### config.mk
export PLATFORM = sky130hd
export DESIGN_NAME = sample_packer
export DESIGN_NICKNAME = d
export VERILOG_FILES = /design/src/rtl/sample_packer_pkg.sv /design/src/rtl/channel_compactor.sv /design/src/rtl/sample_packer.sv
export SDC_FILE = /design/constraint.sdc
export NUM_CORES = 1
export LEC_CHECK = 0
export ABC_CLOCK_PERIOD_IN_PS = 31300
export BUFFER_PORTS_ARGS = -buffer_cell sky130_fd_sc_hd__buf_2
export CORE_AREA = 4 4 115 199
export DETAILED_ROUTE_END_ITERATION = 6
export DIE_AREA = 0 0 119 203
export GPL_ROUTABILITY_DRIVEN = 0
export HOLD_SLACK_MARGIN = 0.03
export PLACE_DENSITY = 0.67
export RECOVER_POWER = 25
export SYNTH_ARGS = -nofsm -noshare
export SYNTH_HDL_FRONTEND = slang
export SYNTH_SLANG_ARGS = --single-unit
### constraint.sdc
create_clock -name clk -period 31.3 [get_ports clk]
set_input_delay 4.695 -clock clk [delete_from_list [all_inputs] [get_ports clk]]
set_output_delay 4.695 -clock clk [all_outputs]
set_load 0.01 [all_outputs]
### src/rtl/sample_packer_pkg.sv
// Shared types and helpers for the sample packer: FSM state encoding and a popcount.
package sample_packer_pkg;

    localparam int unsigned POPCOUNT_MAX_W = 64;

    typedef enum logic [1:0] {
        ST_IDLE  = 2'd0,
        ST_ARMED = 2'd1,
        ST_RUN   = 2'd2,
        ST_FLUSH = 2'd3
    } packer_state_t;

    function automatic int unsigned popcount(input logic [POPCOUNT_MAX_W-1:0] v);
        int unsigned n;
        n = 0;
        for (int i = 0; i < POPCOUNT_MAX_W; i++) begin
            n = n + 32'(v[i]);
        end
        return n;
    endfunction

endpackage

### src/rtl/channel_compactor.sv
// Combinational channel compactor: gathers enabled probe bits, lowest channel to lowest bit,
// and reports how many channels are enabled.
module channel_compactor
    import sample_packer_pkg::*;
#(
    parameter int unsigned CHANNELS = 16,
    parameter int unsigned WORD_W   = 16,
    parameter int unsigned CNT_W    = 5
) (
    input  logic [CHANNELS-1:0] probe_q,
    input  logic [CHANNELS-1:0] chan_en,
    output logic [WORD_W-1:0]   bits_c,
    output logic [CNT_W-1:0]    count_c
);

    always_comb begin
        int unsigned idx;
        bits_c = '0;
        idx    = 0;
        for (int i = 0; i < int'(CHANNELS); i++) begin
            if (chan_en[i]) begin
                bits_c = bits_c | (WORD_W'(probe_q[i]) << idx);
                idx    = idx + 1;
            end
        end
    end

    assign count_c = CNT_W'(popcount(POPCOUNT_MAX_W'(chan_en)));

endmodule

### src/rtl/sample_packer.sv
// Divided-rate probe sampler that packs enabled channels densely into FIFO words.
// Optional trigger (ARMED state, trig_* ports) is built when SAMPLE_PACKER_TRIGGER_EN is defined.
module sample_packer
    import sample_packer_pkg::*;
#(
    parameter int unsigned CHANNELS = 16,
    parameter int unsigned WORD_W   = 16,
    parameter int unsigned DIV_W    = 8
) (
    input  logic                clk,
    input  logic                rst_n,
    input  logic [CHANNELS-1:0] probe,
    input  logic                acq_enable,
    input  logic [DIV_W-1:0]    clock_divisor,
    input  logic [CHANNELS-1:0] channel_enable,
    input  logic                fifo_full,
`ifdef SAMPLE_PACKER_TRIGGER_EN
    input  logic [CHANNELS-1:0] trig_mask,
    input  logic [CHANNELS-1:0] trig_value,
    output logic                triggered,
`endif
    output logic [WORD_W-1:0]   sample_data,
    output logic                sample_data_avail,
    output logic                overflow
);

    localparam int unsigned ACC_W = 2 * WORD_W - 1;
    localparam int unsigned CNT_W = $clog2(2 * WORD_W);

    if (CHANNELS == 0 || CHANNELS > WORD_W) begin : g_bad_channels
        $error("sample_packer: CHANNELS must be in 1..WORD_W");
    end

    packer_state_t       state_q, state_d;
    logic [CHANNELS-1:0] probe_q, probe_d;
    logic [CHANNELS-1:0] en_q, en_d;
    logic [DIV_W-1:0]    div_lat_q, div_lat_d;
    logic [DIV_W-1:0]    div_cnt_q, div_cnt_d;
    logic [ACC_W-1:0]    acc_q, acc_d;
    logic [CNT_W-1:0]    cnt_q, cnt_d;
    logic [WORD_W-1:0]   data_q, data_d;
    logic                avail_q, avail_d;
    logic                ovf_q, ovf_d;
`ifdef SAMPLE_PACKER_TRIGGER_EN
    logic                trig_q, trig_d;
    logic                match_c;
`endif

    logic [WORD_W-1:0]   comp_bits_c;
    logic [CNT_W-1:0]    comp_cnt_c;
    logic [ACC_W-1:0]    merged_c;
    logic [CNT_W-1:0]    total_c;
    logic                tick_c;
    logic                absorb_c;
    logic                emit_c;
    logic [WORD_W-1:0]   word_c;

    channel_compactor #(
        .CHANNELS (CHANNELS),
        .WORD_W   (WORD_W),
        .CNT_W    (CNT_W)
    ) u_compactor (
        .probe_q  (probe_q),
        .chan_en  (en_q),
        .bits_c   (comp_bits_c),
        .count_c  (comp_cnt_c)
    );

    // New sample bits land directly above the valid accumulator bits.
    assign merged_c = acc_q | (ACC_W'(comp_bits_c) << cnt_q);
    assign total_c  = cnt_q + comp_cnt_c;
    assign tick_c   = (div_cnt_q == '0);
`ifdef SAMPLE_PACKER_TRIGGER_EN
    assign match_c  = ((probe_q & trig_mask) == (trig_value & trig_mask));
`endif

    // Next-state, accumulator and output logic.
    always_comb begin
        state_d   = state_q;
        probe_d   = probe;
        en_d      = en_q;
        div_lat_d = div_lat_q;
        div_cnt_d = div_cnt_q;
        acc_d     = acc_q;
        cnt_d     = cnt_q;
        data_d    = data_q;
        avail_d   = 1'b0;
        ovf_d     = ovf_q;
`ifdef SAMPLE_PACKER_TRIGGER_EN
        trig_d    = trig_q;
`endif
        absorb_c  = 1'b0;
        emit_c    = 1'b0;
        word_c    = '0;

        case (state_q)
            ST_IDLE: begin
                if (acq_enable) begin
                    en_d      = channel_enable;
                    div_lat_d = clock_divisor;
                    div_cnt_d = '0;
                    acc_d     = '0;
                    cnt_d     = '0;
                    ovf_d     = 1'b0;
`ifdef SAMPLE_PACKER_TRIGGER_EN
                    trig_d    = 1'b0;
                    state_d   = ST_ARMED;
`else
                    state_d   = ST_RUN;
`endif
                end
            end
            ST_ARMED: begin
`ifdef SAMPLE_PACKER_TRIGGER_EN
                if (!acq_enable) begin
                    state_d = ST_IDLE;
                end else begin
                    div_cnt_d = tick_c ? div_lat_q : div_cnt_q - DIV_W'(1);
                    if (tick_c && match_c) begin
                        absorb_c = 1'b1;
                        trig_d   = 1'b1;
                        state_d  = ST_RUN;
                    end
                end
`else
                state_d = ST_IDLE;
`endif
            end
            ST_RUN: begin
                if (!acq_enable) begin
                    state_d = ST_FLUSH;
                end else begin
                    div_cnt_d = tick_c ? div_lat_q : div_cnt_q - DIV_W'(1);
                    absorb_c  = tick_c;
                end
            end
            ST_FLUSH: begin
                state_d = ST_IDLE;
                acc_d   = '0;
                cnt_d   = '0;
                if (cnt_q != '0) begin
                    emit_c = 1'b1;
                    word_c = acc_q[WORD_W-1:0];
                end
            end
            default: state_d = ST_IDLE;
        endcase

        if (absorb_c) begin
            if (total_c >= CNT_W'(WORD_W)) begin
                emit_c = 1'b1;
                word_c = merged_c[WORD_W-1:0];
                acc_d  = merged_c >> WORD_W;
                cnt_d  = total_c - CNT_W'(WORD_W);
            end else begin
                acc_d  = merged_c;
                cnt_d  = total_c;
            end
        end

        // A word emitted into a full FIFO is lost but the accumulator still advances.
        if (emit_c) begin
            if (fifo_full) begin
                ovf_d = 1'b1;
            end else begin
                avail_d = 1'b1;
                data_d  = word_c;
            end
        end
    end

    always_ff @(posedge clk or negedge rst_n) begin
        if (!rst_n) begin
            state_q   <= ST_IDLE;
            probe_q   <= '0;
            en_q      <= '0;
            div_lat_q <= '0;
            div_cnt_q <= '0;
            acc_q     <= '0;
            cnt_q     <= '0;
            data_q    <= '0;
            avail_q   <= 1'b0;
            ovf_q     <= 1'b0;
`ifdef SAMPLE_PACKER_TRIGGER_EN
            trig_q    <= 1'b0;
`endif
        end else begin
            state_q   <= state_d;
            probe_q   <= probe_d;
            en_q      <= en_d;
            div_lat_q <= div_lat_d;
            div_cnt_q <= div_cnt_d;
            acc_q     <= acc_d;
            cnt_q     <= cnt_d;
            data_q    <= data_d;
            avail_q   <= avail_d;
            ovf_q     <= ovf_d;
`ifdef SAMPLE_PACKER_TRIGGER_EN
            trig_q    <= trig_d;
`endif
        end
    end

    assign sample_data       = data_q;
    assign sample_data_avail = avail_q;
    assign overflow          = ovf_q;
`ifdef SAMPLE_PACKER_TRIGGER_EN
    assign triggered         = trig_q;
`endif

endmodule

======== Word level (Yosys, flattened, before mapping) ========
Index checks and enable logic that the tools add are counted.
storage, ports and cells
  register bits ........................... 104
  logic and storage cells ................. 156
  output and inout bits ................... 18
  bits of input ports ..................... 44
cells by class
  shift-type cells ........................ 16
  add/sub/neg operators ................... 32
  reduce and logical (&&, ||, !) cells .... 11
  bitwise operators ....................... 17
  eq/ne operators ......................... 7
  multiplexer cells ....................... 62
  order comparisons ....................... 1
operators with widths
  operator                                                  count
  << shifter 1 x 32 -> 16 bit                               15
  adder 32 x 1 -> 32 bit, second input constant             14
  2-to-1 mux 32 bit                                         14
  2-to-1 mux 16 bit                                         19
  OR 16 bit                                                 15
  2-to-1 mux 31 bit                                         3
  adder 5 x 1 -> 5 bit                                      14
  case mux 31 bit (2 select lines)                          1
  OR 31 bit                                                 1
  << shifter 16 x 5 -> 31 bit                               1
  2-to-1 mux 8 bit                                          3
  case mux 8 bit (2 select lines)                           1
  2-to-1 mux 5 bit                                          3
  2-to-1 mux 1 bit                                          14
  case mux 5 bit (2 select lines)                           1
  logical NOT 8 bit                                         1
  AND reduction 2 bit                                       4
  subtractor 8 x 1 -> 8 bit, second input constant          1
  inequality test 2 bit, second input constant              3
  case mux 2 bit (3 select lines)                           1
  adder 5 bit                                               1
  greater-or-equal comparator 5 bit, second input constant  1
  nonzero test 5 bit                                        1
  subtractor 5 bit, second input constant                   1
  11 further kinds                                          13

======== Longest topological paths before layout ========
Gate-level depths: netlist of the first run.
  depth in word-level cells ............... 36
  mapped depth ............................ 63

======== Cells and area by module ========
A second synthesis of the first run with hierarchy kept.
second synthesis, totals
  cells, all modules ...................... 1141
  area, all modules ....................... 9618.0 sq um
by module, submodules not included
  module             times used  cells each  area an instance (sq um)
  sample_packer      1           501         5178.7
  channel_compactor  1           640         4439.3

======== Worst setup path after synthesis of the first run ========
OpenSTA, ideal clock, no wires.
  path kind ............................... reg2reg
  from .................................... register en_q[0]
  to ...................................... register acc_q[9]
  path buffers ............................ 2
  slack ................................... 18810 ps
  cell stages (with the launch flop) ...... 61
  library setup time ...................... 135 ps
  data arrival time ....................... 12355 ps
  cells stage by stage .................... dfrtp_1 > inv_1 > ha_1 > ha_1 > ha_1 > nor2b_1 > a31o_2 > clkbuf_1 > clkinv_1 > ha_1 > nand2_1 > o21ai_0 > ha_1 > nor2b_1 > a31oi_1 > nand2_1 > inv_1 > ha_1 > (+25 left out) > mux2i_1 > inv_1 > ha_1 > nand2_1 > o21a_1 > inv_1 > and3_1 > clkbuf_1 > and2_1 > and3_1 > nor2_1 > a21boi_2 > o21ai_0 > mux2_2 > mux4_2 > mux2_2 > a221oi_1 > o21ai_0
on the way
  longest elaborated chain between the ends .. 36
  elaborated cells on any way between the ends .. 96
ends and longest elaborated chain
  item                                                                   RTL line                                          text
  from (decl)                                                            sample_packer.sv:36                               logic [CHANNELS-1:0] en_q, en_d;
  from (signal assigned)                                                 sample_packer.sv:190                              en_q <= en_d;
  2-to-1 mux 1 bit                                                       channel_compactor.sv:21                           if (chan_en[i]) begin
  adder 32 x 1 -> 32 bit or << shifter 1 x 32 -> 16 bit (tied branches)  channel_compactor.sv:23, channel_compactor.sv:22
  2-to-1 mux 32 bit or OR 16 bit (tied branches)                         channel_compactor.sv:21, channel_compactor.sv:22
  adder 32 x 1 -> 32 bit (tied with other cells)                         channel_compactor.sv:23                           idx = idx + 1;
  2-to-1 mux 32 bit or OR 16 bit (tied branches)                         channel_compactor.sv:21, channel_compactor.sv:22
  adder 32 x 1 -> 32 bit (tied with other cells)                         channel_compactor.sv:23
  2-to-1 mux 32 bit or OR 16 bit (tied branches)                         channel_compactor.sv:21, channel_compactor.sv:22
  adder 32 x 1 -> 32 bit (tied with other cells)                         channel_compactor.sv:23
  (+20 left out)                                                         n/a
  2-to-1 mux 32 bit or OR 16 bit (tied branches)                         channel_compactor.sv:21, channel_compactor.sv:22
  << shifter 1 x 32 -> 16 bit or 2-to-1 mux 16 bit (tied branches)       channel_compactor.sv:22, channel_compactor.sv:21
  OR 16 bit                                                              channel_compactor.sv:22                           bits_c = bits_c | (WORD_W'(probe_q[i]) << idx);
  2-to-1 mux 16 bit                                                      channel_compactor.sv:21
  << shifter 16 x 5 -> 31 bit                                            sample_packer.sv:70                               assign merged_c = acc_q | (ACC_W'(comp_bits_c) << cnt_q);
  OR 31 bit                                                              sample_packer.sv:70
  2-to-1 mux 31 bit (*)                                                  sample_packer.sv:150                              if (total_c >= CNT_W'(WORD_W)) begin
  2-to-1 mux 31 bit (*)                                                  sample_packer.sv:149                              if (absorb_c) begin
  to (signal assigned)                                                   sample_packer.sv:179                              acc_q <= '0;
  to (signal assigned)                                                   sample_packer.sv:193                              acc_q <= acc_d;
  to (decl)                                                              sample_packer.sv:39                               logic [ACC_W-1:0] acc_q, acc_d;
Every way passes the cells marked *; elsewhere a longest branch is shown, timed or not.
A chain may end at the register's enable or synchronous reset.

======== Worst setup path after layout of the first run ========
  from .................................... register en_q[0]
  to ...................................... register acc_q[4]
Same word-level chain as after synthesis.

==> results of run 1 <==
-- sequential cells by signal, indices dropped and copies added (netlist names), 2 cells and up --
register     flops
cnt_q            5
en_q            16
state_q          2
div_lat_q        8
div_cnt_q        8
sample_data     16
acc_q           31
probe_q         16
-- area by class of cell --
cell class | instances | area share (%)
flip-flops and latches | 104 | 23.0
repair buffers | 72 | 3.37
clock buffers | 9 | 1.99
inverters | 55 | 1.82
multi-input cells | 1105 | 66.0
clock inverters | 6 | 0.662
well taps | 292 | 3.22
-- routing by layer --
layer  up-vias  track usage [%]
met3       238             5.02
met5         -                0
li1       5053                -
met2       618             53.1
met4         0             25.4
met1      5152             31.2
-- through the flow --
stage	worst slack [ns]	instance area, um2	util (%)	cells
2_1_floorplan	18.81	10500	-	1314
3_3_place_gp	17.70	11000	51.6	1628
3_5_place_dp	17.12	11000	51.6	1628
4_1_cts	17.06	11300	53.0	1643
5_1_grt	15.62	11300	52.9	1643
6_report	16.79	11300	52.9	1643
-- synthesized netlist by cell type, types with 15 or more instances --
cell / n
a21oi_1: 74
a221oi_1: 16
a31oi_1: 26
and2_1: 19
and3_1: 17
clkbuf_1: 40
dfrtp_1: 104
ha_1: 28
inv_1: 46
mux2_2: 34
mux2i_1: 25
nand2_1: 158
nand2b_1: 17
nand3_1: 52
nand4_1: 21
nor2_1: 126
nor3_1: 55
o21ai_0: 67
o221ai_1: 22
o31ai_1: 15
xnor2_1: 35
-- kinds of logic after synthesis --
family,Yosys count
simple gates,537
fa+ha+maj,41
xor+xnor,63
buf+inv,105
compound gates,399
flops,104
mux,65
-- worst min-delay path by stage --
stage | from | endpoint | cells past startpoint | slack, ns
floorplan | acc_q[29]$_DFFE_PN0P_ | acc_q[29]$_DFFE_PN0P_ | 2 | 0.45
global placement | acc_q[29]$_DFFE_PN0P_ | acc_q[29]$_DFFE_PN0P_ | 2 | 0.47
detailed placement | acc_q[29]$_DFFE_PN0P_ | acc_q[29]$_DFFE_PN0P_ | 2 | 0.47
CTS | acc_q[29]$_DFFE_PN0P_ | acc_q[29]$_DFFE_PN0P_ | 2 | 0.49
global route | acc_q[27]$_DFFE_PN0P_ | acc_q[27]$_DFFE_PN0P_ | 1 | 0.52
finish | acc_q[17]$_DFFE_PN0P_ | acc_q[17]$_DFFE_PN0P_ | 2 | 0.49
-- worst min-delay path: cells and delay by family (launching register included) --
kind            cells  cell delay, ns
compound gates      1            0.06
flops               1            0.35
simple gates        1            0.05
==> impl_metrics.tcl, run 1 <==
set metrics [dict create \
    avgViaCountPerCell 6.73 \
    grt_pass1_vias 10900 \
    route.met2.wl_um 18400 \
    synth_largest_area_cell "dfrtp_1" \
    worst-r2r-cell-count 58 \
    crit_family "compound AO/OA/AOI/OAI gates" \
    place.port_buffers 61 \
    hold_viol_final 0 \
    drv_cap 1 \
    r2r_start "en_q[0]$_DFFE_PN0P_" \
    die-area_um2 24200 \
    htree_levels 3 \
    crit_end "acc_q[4]$_DFFE_PN0P_" \
    clk_latency_ns 0.38 \
    synth_top_area_share_pct 24.9 \
    period_minus_slack_ns 14.51 \
    startpoint "en_q[0]$_DFFE_PN0P_" \
    syn2layout_area_growth_pct 8.22 \
    ys_ff_latch 104 \
    worstMarginPinSlew_ns 1.74 \
    postSynth.asyncResetShare_pct 100 \
    antenna_found_initial 0 \
    slowest_stage "a221oi_1" \
    via_count 11100 \
    netlist_area_um2 10500 \
    synth_area_leaders "dfrtp_1 25%, nand2_1 5.7%, nor2_1 4.5%" \
    start_util_pct 48.9 \
    synthCells 1314 \
    worstSetupPathType "flip-flop to flip-flop" \
    row_count 71 \
    rrSetupSlack_ns 16.79 \
    synthAdderAreaFrac_pct 5.64 \
    wl_met1_um 12700 \
    grt_max_degree 72 \
    synth_xor_area_share_pct 6.77 \
    io_pins 62 \
    drc 0 \
    fmax_ghz 0.0689 \
    max_stage_delay_ns 0.59 \
    crit_top_cell "ha_1" \
    cts_root_buf "clkbuf_16" \
    cp.arrival_ns 14.75 \
    first_pass_iters 6 \
    cts_sinks 104 \
    n_fill_cell 2080 \
    cp-end-kind "flip-flop" \
    crit_fanout 13 \
    grt-ovfl-total 0 \
    synth_compound_area_share_pct 27.0 \
    fin_skew_ns 0.0153 \
    die_y_um 203 \
    cts_resized 0 \
    numCtsBuffers 9 \
    antennaDiodeCount 0 \
    avgSynthCellArea_um2 7.97 \
    cts_tree "done" \
    wl_per_cell_um 22.5 \
    synth-simple-area-share_pct 24.5 \
    seqCellArea_um2 2600 \
    final.setup.tns_ns 0 \
    synth_edf_count 0 \
    drive_gt1_share_pct 12.7 \
    final_max_slew_viol_count 35 \
    synth_top_family_by_area "compound AO/OA/AOI/OAI gates" \
    grt_pass1_wl_um 58100 \
    seq_area_frac_synth_pct 24.9 \
    post-route-period-util_pct 46.3 \
    dpl.hpwl_um 28800 \
    synthesis.nets 1397 \
    min_path_type "flip-flop to flip-flop" \
    cp-start-kind "flip-flop" \
    drt_iter0_markers 1099 \
    setup_violations 0 \
    cts_buffer_depth 2 \
    route.met3.wl_um 2260 \
    status "complete, but fails checks" \
    synthFlopType "dfrtp_1" \
    multiInputGateArea_um2 7480 \
    final_cell_mix "158 x nand2_1, 125 x nor2_1, 104 x dfrtp_1" \
    violations "max-capacitance violations, max-slew violations" \
    synth_cell_types 92 \
    ys_warn_count 0 \
    final_common_cell "nand2_1" \
    track_usage_pct 30.3 \
    max_slew_margin_pct -15.9 \
    cp.depth 58 \
    required_ns 31.54 \
    path_clk_slew_ns 0.08 \
    die_x_um 119 \
    hold_buffers 0 \
    whs_ns 0.486 \
    finalWirelength_um 37000 \
    rsz0062_at_grt "no" \
    detail-route-antenna-nets 0 \
    final_nets 1430 \
    crit_buf_inv 11 \
    dr.max_layer_used "met4" \
    synthMuxAreaShare_pct 7.34 \
    r2r_end "acc_q[4]$_DFFE_PN0P_" \
    core_um2 21400 \
    post-cts-setup-buffers 0 \
]
Power of run 1 is not shown: default switching activity piles up to over one toggle a cycle in this logic, so the estimate is an artifact.
==> inputs of run 2 (changes only) <==
--- a/config.mk
+++ b/config.mk
@@ -5,14 +5,14 @@
 export SDC_FILE = /design/constraint.sdc
 export NUM_CORES = 1
 export LEC_CHECK = 0
-export ABC_CLOCK_PERIOD_IN_PS = 31300
+export ABC_CLOCK_PERIOD_IN_PS = 13150
 export BUFFER_PORTS_ARGS = -buffer_cell sky130_fd_sc_hd__buf_2
 export CORE_AREA = 4 4 115 199
 export DETAILED_ROUTE_END_ITERATION = 6
 export DIE_AREA = 0 0 119 203
 export GPL_ROUTABILITY_DRIVEN = 0
 export HOLD_SLACK_MARGIN = 0.03
-export PLACE_DENSITY = 0.67
+export PLACE_DENSITY = 0.69
 export RECOVER_POWER = 25
 export SYNTH_ARGS = -nofsm -noshare
 export SYNTH_HDL_FRONTEND = slang
==> constraint.sdc (replaced) <==
create_clock -name clk -period 13.15 [get_ports clk]
set_input_delay 1.9725 -clock clk [delete_from_list [all_inputs] [get_ports clk]]
set_output_delay 1.9725 -clock clk [all_outputs]
set_load 0.01 [all_outputs]
==> run 2 against run 1 <==
Net effect: the run ends with design-rule violations, max-capacitance violations, max-slew violations left; worst hold slack better by 0.0064 ns; flip-flop and latch count unchanged; critical path depth down 3; routed wire length up 0.51%; non-clock buffer count up 18; utilization up 1.3 points; fmax up 16%; cell count up 1.2%; via count up 1.3%; sequential share of layout area down 0.57 points; cell area up 2.5%; die area unchanged; critical path type unchanged; highest routed layer unchanged.
==> impl_metrics.tcl, run 2 (synthesized netlist as in run 1, its figures left out) <==
set metrics [dict create \
    status "complete, but fails checks" \
    violations "design-rule violations, max-capacitance violations, max-slew violations" \
    cts_buffer_depth 2 \
    final_max_slew_viol_count 38 \
    worstSetupPathType "flip-flop to flip-flop" \
    detail-route-antenna-nets 0 \
    min_path_type "flip-flop to flip-flop" \
    dpl_cell_area_um2 11100 \
    hold_end "acc_q[17]$_DFFE_PN0P_" \
    layout.cells.non_filler 1662 \
    drv_cap 1 \
    place.port_buffers 61 \
    cp.arrival_ns 12.75 \
    max_slew_margin_pct -38.9 \
    setup_violations 0 \
    htree_levels 3 \
    period_minus_slack_ns 12.46 \
    crit_top_cell "ha_1" \
    rrSetupSlack_ns 0.69 \
    die-area_um2 24200 \
    worst-r2r-cell-count 55 \
    worstMarginPinSlew_ns 2.08 \
    clk_latency_ns 0.38 \
    core_um2 21400 \
    top_usage_layer "met2" \
    finalWirelength_um 37200 \
    via_count 11200 \
    post-route-period-util_pct 94.8 \
    cp-start-kind "flip-flop" \
    hold_viol_final 0 \
    largest_register "acc_q" \
    met3_usage_pct 4.77 \
    final_cell_mix "158 x nand2_1, 124 x nor2_1, 104 x dfrtp_1" \
    grt_pass1_vias 11000 \
    fmax_ghz 0.0802 \
    fin_skew_ns 0.0186 \
    grt-ovfl-total 0 \
    drt_iter0_markers 1153 \
    r2r_end "acc_q[15]$_DFFE_PN0P_" \
    avgViaCountPerCell 6.74 \
    cts_sinks 104 \
    row_count 71 \
    met2_usage_pct 53.1 \
    gr-usage-met1_pct 30.7 \
    syn2layout_area_growth_pct 11.0 \
    cts_root_buf "clkbuf_16" \
    required_ns 13.44 \
    design_area_um2 11600 \
    place_inst 1641 \
    antenna_found_initial 0 \
    dpl.hpwl_um 28800 \
    first_pass_iters 7 \
    numCtsBuffers 9 \
    r2r_start "en_q[0]$_DFFE_PN0P_" \
    cts_tree "done" \
    die_y_um 203 \
    hold_buffers 0 \
    cp-end-kind "flip-flop" \
    die_x_um 119 \
    drive_gt1_share_pct 15.5 \
    final_nets 1448 \
    path_clk_slew_ns 0.08 \
    grt_pass1_wl_um 57800 \
    hold_depth 2 \
    crit_fanout 13 \
    final_common_cell "nand2_1" \
    drc 2 \
    antennaDiodeCount 0 \
    wl_per_cell_um 22.4 \
    grt_max_degree 69 \
    slowest_stage "a2111oi_1" \
    track_usage_pct 30.0 \
    largest_reg_flops 31 \
    final.setup.tns_ns 0 \
    io_pins 62 \
    start_util_pct 48.9 \
    n_fill_cell 2053 \
    max_stage_delay_ns 0.82 \
    min_from "acc_q[17]$_DFFE_PN0P_" \
]
## run 2: repair_timing
action,in CTS,in global routing
resized for setup,0,26
endpoints found under the setup margin,0,47
buffers inserted,0,5
## run 2: metal layers
metal  vias to the layer above  wire length (um)
li1                       5087                 -
met1                      5270             13000
met2                       596             18400
met3                       252              2140
met4                         0              3730
met5                         -                 0
## run 2: through the flow
step           setup WS (ns)  utilization [%]  hold slack, ns
6_report               0.687             54.3           0.492
4_1_cts                0.167             53.5           0.494
2_1_floorplan          0.660                -           0.450
3_5_place_dp           0.311             52.0           0.473
5_1_grt               -0.126             54.3           0.527
3_3_place_gp           0.724             52.0           0.468
## run 2: layout make-up
class | count | area [um2] | area share [%]
clock buffer | 10 | 239 | 2.06
inverter | 55 | 210 | 1.81
multi-input combinational | 1105 | 7600 | 65.4
clock inverter | 6 | 82.6 | 0.711
tap | 292 | 365 | 3.14
sequential | 104 | 2600 | 22.4
timing repair buffer | 90 | 520 | 4.48
## run 2: worst max-delay path: cells and delay by family, from the launching register on
family	cells	cell delay, ns
adders and majority gates	11	3.41
DFF	1	0.40
buffers and inverters	9	1.10
and+or+nand+nor	15	2.45
muxes	4	1.20
AOI/OAI and AO/OA	12	2.63
xor gates and xnor gates	4	1.14
## run 2: worst max path at each step
| stage | slack, ns | endpoint | startpoint |
|---|---|---|---|
| after detailed placement | 0.31 | acc_q[4]$_DFFE_PN0P_ | en_q[0]$_DFFE_PN0P_ |
| after global routing | -0.13 | acc_q[4]$_DFFE_PN0P_ | en_q[0]$_DFFE_PN0P_ |
| after global placement | 0.72 | acc_q[4]$_DFFE_PN0P_ | en_q[0]$_DFFE_PN0P_ |
| final | 0.69 | acc_q[15]$_DFFE_PN0P_ | en_q[0]$_DFFE_PN0P_ |
| after floorplan | 0.66 | acc_q[9]$_DFFE_PN0P_ | en_q[0]$_DFFE_PN0P_ |
| after CTS | 0.17 | acc_q[4]$_DFFE_PN0P_ | en_q[0]$_DFFE_PN0P_ |
Power of run 2 is left out for the same reason.
